$ cat config.mk
export PLATFORM = sky130hd
export DESIGN_NAME = fetch_ctrl
export DESIGN_NICKNAME = d
export VERILOG_FILES = /design/src/rtl/fetch_ctrl.sv
export SDC_FILE = /design/constraint.sdc
export NUM_CORES = 1
export LEC_CHECK = 0
export ABC_AREA = 0
export CORE_ASPECT_RATIO = 0.8
export CORE_UTILIZATION = 31
export DETAILED_ROUTE_END_ITERATION = 8
export GPL_TIMING_DRIVEN = 0
export PLACE_DENSITY_LB_ADDON = 0.05
export SLEW_MARGIN = 25
export SYNTH_ARGS = -nofsm -noshare
export SYNTH_HDL_FRONTEND = slang
export SYNTH_SLANG_ARGS = --single-unit
$ cat constraint.sdc
create_clock -name clk -period 3.65 [get_ports clk]
set_input_delay 0.365 -clock clk [delete_from_list [all_inputs] [get_ports clk]]
set_output_delay 0.365 -clock clk [all_outputs]
set_load 0.005 [all_outputs]
$ cat src/rtl/fetch_ctrl.sv
// Instruction-fetch sequencer: owns the fetch PC, drives the ibus request and
// response handshake, and buffers returned instructions in an output slot
// backed by a one-deep skid register so a decode stall never loses data.
// Redirects flush the buffers. A redirect that arrives while a request is
// still outstanding lets that request finish, discards its data, and then
// fetches the new target.
module fetch_ctrl #(
  parameter logic [63:0] RESET_PC    = 64'h0000_0000_8000_0000,
  parameter int unsigned INSTR_BYTES = 4
) (
  input  logic        clk,
  input  logic        reset,
  input  logic        redirect_valid,
  input  logic [63:0] redirect_pc,
  input  logic        stall_in,
  output logic        ireq_valid,
  output logic [63:0] ireq_addr,
  input  logic        iresp_data_ok,
  input  logic [31:0] iresp_data,
  output logic        out_valid,
  output logic [63:0] out_pc,
  output logic [31:0] out_instr,
  output logic        stallI
);

  typedef enum logic [1:0] {
    ST_FETCH   = 2'd0,
    ST_WAIT    = 2'd1,
    ST_DISCARD = 2'd2
  } state_e;

  localparam logic [63:0] STEP = 64'(INSTR_BYTES);

  state_e      state_q;
  logic [63:0] pc_q;
  logic [63:0] req_addr_q;
  logic        out_valid_q;
  logic [63:0] out_pc_q;
  logic [31:0] out_instr_q;
  logic        skid_valid_q;
  logic [63:0] skid_pc_q;
  logic [31:0] skid_instr_q;

  logic accept;
  logic slot_free;

  // Downstream handshake: the slot is consumed when it is valid and not stalled.
  always_comb begin
    accept    = out_valid_q && !stall_in;
    slot_free = !out_valid_q || accept;
  end

  // Bus request: held stable from issue until data_ok; quiet in WAIT and reset.
  always_comb begin
    ireq_valid = !reset && (state_q != ST_WAIT);
    ireq_addr  = req_addr_q;
    stallI     = ireq_valid && !iresp_data_ok;
  end

  assign out_valid = out_valid_q;
  assign out_pc    = out_pc_q;
  assign out_instr = out_instr_q;

  // Fetch state machine together with the PC, request address, slot and skid.
  always_ff @(posedge clk) begin
    if (reset) begin
      state_q      <= ST_FETCH;
      pc_q         <= RESET_PC;
      req_addr_q   <= RESET_PC;
      out_valid_q  <= 1'b0;
      out_pc_q     <= 64'd0;
      out_instr_q  <= 32'd0;
      skid_valid_q <= 1'b0;
      skid_pc_q    <= 64'd0;
      skid_instr_q <= 32'd0;
    end else begin
      case (state_q)
        ST_FETCH: begin
          if (redirect_valid) begin
            out_valid_q  <= 1'b0;
            skid_valid_q <= 1'b0;
            pc_q         <= redirect_pc;
            if (iresp_data_ok) begin
              // Request completed this cycle: drop it and restart right away.
              req_addr_q <= redirect_pc;
            end else begin
              // Request still outstanding: keep its address on the bus and drain.
              state_q <= ST_DISCARD;
            end
          end else if (iresp_data_ok) begin
            if (slot_free) begin
              out_valid_q <= 1'b1;
              out_pc_q    <= req_addr_q;
              out_instr_q <= iresp_data;
              pc_q        <= req_addr_q + STEP;
              req_addr_q  <= req_addr_q + STEP;
            end else begin
              // Slot is held by a stalled consumer: park the word in the skid.
              skid_valid_q <= 1'b1;
              skid_pc_q    <= req_addr_q;
              skid_instr_q <= iresp_data;
              pc_q         <= req_addr_q + STEP;
              state_q      <= ST_WAIT;
            end
          end else if (accept) begin
            out_valid_q <= 1'b0;
          end
        end

        ST_WAIT: begin
          if (redirect_valid) begin
            out_valid_q  <= 1'b0;
            skid_valid_q <= 1'b0;
            pc_q         <= redirect_pc;
            req_addr_q   <= redirect_pc;
            state_q      <= ST_FETCH;
          end else if (accept && skid_valid_q) begin
            out_valid_q  <= 1'b1;
            out_pc_q     <= skid_pc_q;
            out_instr_q  <= skid_instr_q;
            skid_valid_q <= 1'b0;
            req_addr_q   <= pc_q;
            state_q      <= ST_FETCH;
          end
        end

        ST_DISCARD: begin
          if (redirect_valid) begin
            // Newest redirect wins; the stale request keeps draining.
            out_valid_q  <= 1'b0;
            skid_valid_q <= 1'b0;
            pc_q         <= redirect_pc;
            if (iresp_data_ok) begin
              req_addr_q <= redirect_pc;
              state_q    <= ST_FETCH;
            end
          end else if (iresp_data_ok) begin
            req_addr_q <= pc_q;
            state_q    <= ST_FETCH;
          end else if (accept) begin
            out_valid_q <= 1'b0;
          end
        end

        default: begin
          state_q <= ST_FETCH;
        end
      endcase
    end
  end

endmodule

==> results.sh <==
export IMPL_violations="design-rule violations"
export IMPL_power_density_mw_per_mm2=499
export IMPL_avgSynthCellArea_um2=8.00
export IMPL_crit_path_end="ireq_addr[9]"
export IMPL_postRouteAntennaNets=0
export IMPL_crit_path_start_kind="register"
export IMPL_synth_top_cell_by_area="dfxtp_1"
export IMPL_vias=17953
export IMPL_max_cap_violations=0
export IMPL_stdcell_area_mm2=0.0215
export IMPL_timing_slew_headroom_pct=22.0
export IMPL_htreeDepth=2
export IMPL_r2r_end="ireq_addr[9]"
export IMPL_p_sw_mw=3.49
export IMPL_rr_worst_depth=9
export IMPL_syn_inst=2081
export IMPL_holdCritPathClass="in2reg"
export IMPL_rsz0062_at_grt="yes"
export IMPL_synth_area_mm2=0.0167
export IMPL_post_drt_wl_per_cell_um=25.4
export IMPL_clkPwrFrac_pct=38.0
export IMPL_path_max_fanout=10
export IMPL_area_delta_synth_final_pct=29.3
export IMPL_grt_first_pass_wirelength_um=114000
export IMPL_fmax_ghz=0.277
export IMPL_start_util_pct=31.6
export IMPL_post_synth_top_count_cell="dfxtp_1"
export IMPL_cts_buffers=39
export IMPL_crit_path_top_delay_cell="clkbuf_1"
export IMPL_final_cells=3103
export IMPL_io_buffer_count=261
export IMPL_worstPathRequired_ns=4.11
export IMPL_fp_dieArea_mm2=0.0546
export IMPL_endpoint_kind="register"
export IMPL_synthTopCellsByArea="dfxtp_1 (39%), mux2i_1 (9.3%), a211oi_1 (6.2%)"
export IMPL_die_width_um=261
export IMPL_finalCriticalPeriod_ns=3.62
export IMPL_clockBufferDepth=3
export IMPL_hold_slack_ns=0.401
export IMPL_die_h_um=209
export IMPL_outcome="finished, violations left"
export IMPL_drtIter0Drc=2040
export IMPL_clk_latency_ns=0.58
export IMPL_worst_slew_pin_slew_ns=1.17
export IMPL_total_power_mw=10.8
export IMPL_ys_seq_elements=324
export IMPL_combPwrFrac_pct=24.2
export IMPL_core_area_mm2=0.0527
export IMPL_hold_viol_final=0
export IMPL_insertedDiodeCount=0
export IMPL_yosys_warnings=0
export IMPL_gr_total_overflow=0
export IMPL_reg2reg_setup_slack_ns=0.03
export IMPL_viasPerCell=5.79
export IMPL_dp_hpwl_um=56700
export IMPL_cts_sinks=324
export IMPL_drive_above_1_share_pct=5.98
export IMPL_finalSetupViolCount=0
export IMPL_syn_nets=2187
export IMPL_crit_start="state_q[0]"
export IMPL_ys_seq_area_share_pct=39.0
export IMPL_yosys_top_cells_count="dfxtp_1 (324), nand2_1 (258), nor2_1 (224)"
export IMPL_finClkSkew_ns=0.0276
export IMPL_post_cts_setup_buffers=0
export IMPL_swShare_pct=32.4
export IMPL_crit_chain="ha_1 > and2_1 > clkbuf_1 > clkbuf_1 > clkbuf_1 > a22oi_1 > o2bb2ai_1 > o21ai_0 > a21oi_1"
export IMPL_cpMostUsedCell="clkbuf_1"
export IMPL_arrival_ns=4.08
export IMPL_grt_max_degree=20
export IMPL_period_share_pct=99.1
export IMPL_place_area_mm2=0.0202
export IMPL_track_usage_pct=28.2
export IMPL_leakage_nw=7.00
export IMPL_r2r_start="state_q[0]"
export IMPL_wl_um=78800
export IMPL_crit_path_max_incr_delay_ns=0.66
export IMPL_grt_pass1_vias=17003
export IMPL_crit_type="reg2reg"
export IMPL_antenna_found_initial=2
export IMPL_clk_pin_slew_ns=0.06
export IMPL_cts_tree="done"
export IMPL_internal_power_mw=7.26
export IMPL_ios=264
export IMPL_nNetsFinal=2489
export IMPL_num_rows=75
export IMPL_cts_root_buf="clkbuf_16"
export IMPL_synth_edf_count=0
export IMPL_synth_distinct_cells=73
export IMPL_slew_violations=0
export IMPL_synth_top_area_share_pct=39.0
export IMPL_ir_drop_mv=0.268
export IMPL_async_flop_share_pct=0
export IMPL_dp_cells=3037
export IMPL_seqPwrFrac_pct=37.8
export IMPL_routabilityCongestion=0.933
export IMPL_hold_buffers=0
export IMPL_synth_flop_cell="dfxtp_1"
export IMPL_drc_errors=14
export IMPL_dr_pass1_iters=8
## cells by family (layout without fill, tap and decap cells)
| group | count (synthesis) | after routing | synth area share [%] |
|---|---|---|---|
| flip-flops | 324 | 324 | 39.0 |
| XOR/XNOR | 36 | 36 | 1.89 |
| multiplexers | 155 | 155 | 9.32 |
| AND/OR/NAND/NOR | 684 | 684 | 18.5 |
| AO/OA/AOI/OAI | 635 | 635 | 25.2 |
| buffers and inverters | 242 | 571 | 5.82 |
| adder cells (fa/ha/maj) | 5 | 5 | 0.376 |
## worst min path at each step
stage	from	end	depth (start not counted)	slack [ns]
2_1_floorplan	pc_q[4]	pc_q[4]	2	0.43
3_3_place_gp	skid_pc_q[41]	skid_pc_q[41]	2	0.44
3_5_place_dp	skid_instr_q[8]	skid_instr_q[8]	2	0.45
4_1_cts	iresp_data[20]	skid_instr_q[20]	3	0.38
5_1_grt	iresp_data[3]	skid_instr_q[3]	3	0.41
6_report	iresp_data[16]	skid_instr_q[16]	3	0.40
## placed cells by master, fill, tap and decap left out, drive strengths merged, types with 18 or more instances in the layout
master	n
o21ai	70
mux2i	155
nand4	23
nor4	20
clkdlybuf4s50	261
a221oi	18
nand3	40
a31oi	27
buf	45
o22ai	31
nor2	224
clkbuf	236
xnor2	19
nor3	53
a21oi	185
nand2	259
dfxtp	324
a211oi	137
a22oi	67
## state kept, by name (all words and copies together) (netlist names)
register	flops
skid_instr_q	32
out_instr	32
skid_pc_q	64
out_pc	64
skid_valid_q	1
state_q	2
out_valid	1
pc_q	64
ireq_addr	64
## area by class of cell
type | count | area, um2
Fill cell | 5394 | 31200
Multi-Input combinational cell | 1515 | 9230
Sequential cell | 324 | 6490
Timing Repair Buffer | 263 | 2650
Clock buffer | 55 | 1130
Buffer | 227 | 958
Tap cell | 693 | 867
Clock inverter | 13 | 171
Inverter | 13 | 48.8
## stage by stage
stage / worst slack [ns] / TNS, ns / util, %
after global routing: -0.00925 / -0.00925 / 40.8
after global placement: -1.16 / -139.17 / 38.2
final: 0.0335 / 0 / 40.8
after CTS: 0.0212 / 0 / 40.8
after floorplan: 1.08 / 0 / -
after detailed placement: -0.469 / -27.21 / 38.3
## layer usage
layer | vias to the layer above | GRT usage (%) | routed length, um
met1 | 8654 | 40.0 | 34900
met3 | 173 | 5.63 | 7250
met4 | 4 | 11.1 | 3020
met2 | 943 | 41.7 | 33500
li1 | 8179 | - | -
met5 | - | 0 | 31
## power groups by stage
stage	registers (mW)	logic [mW]	clock network, mW
after CTS	4.06	2.53	4.16
after global routing	4.10	2.74	4.31
after floorplan	4.08	1.27	0
after detailed placement	4.14	2.51	0
after global placement	4.13	2.49	0
final	4.07	2.60	4.09
## critical path: cells and delay by family, from the launching register on
kind                     cells  cell delay (ns)
AO/OA/AOI/OAI                4             0.70
AND/OR/NAND/NOR              1             0.21
flip-flops                   1             0.43
buffers and inverters        3             1.51
adder cells (fa/ha/maj)      1             0.64
## what timing repair did
item	4_1_cts	5_1_grt
hold endpoints to repair	0	0
gates resized for setup	15	21
setup endpoints to repair	133	84
Power figures use the tool's default switching activity.
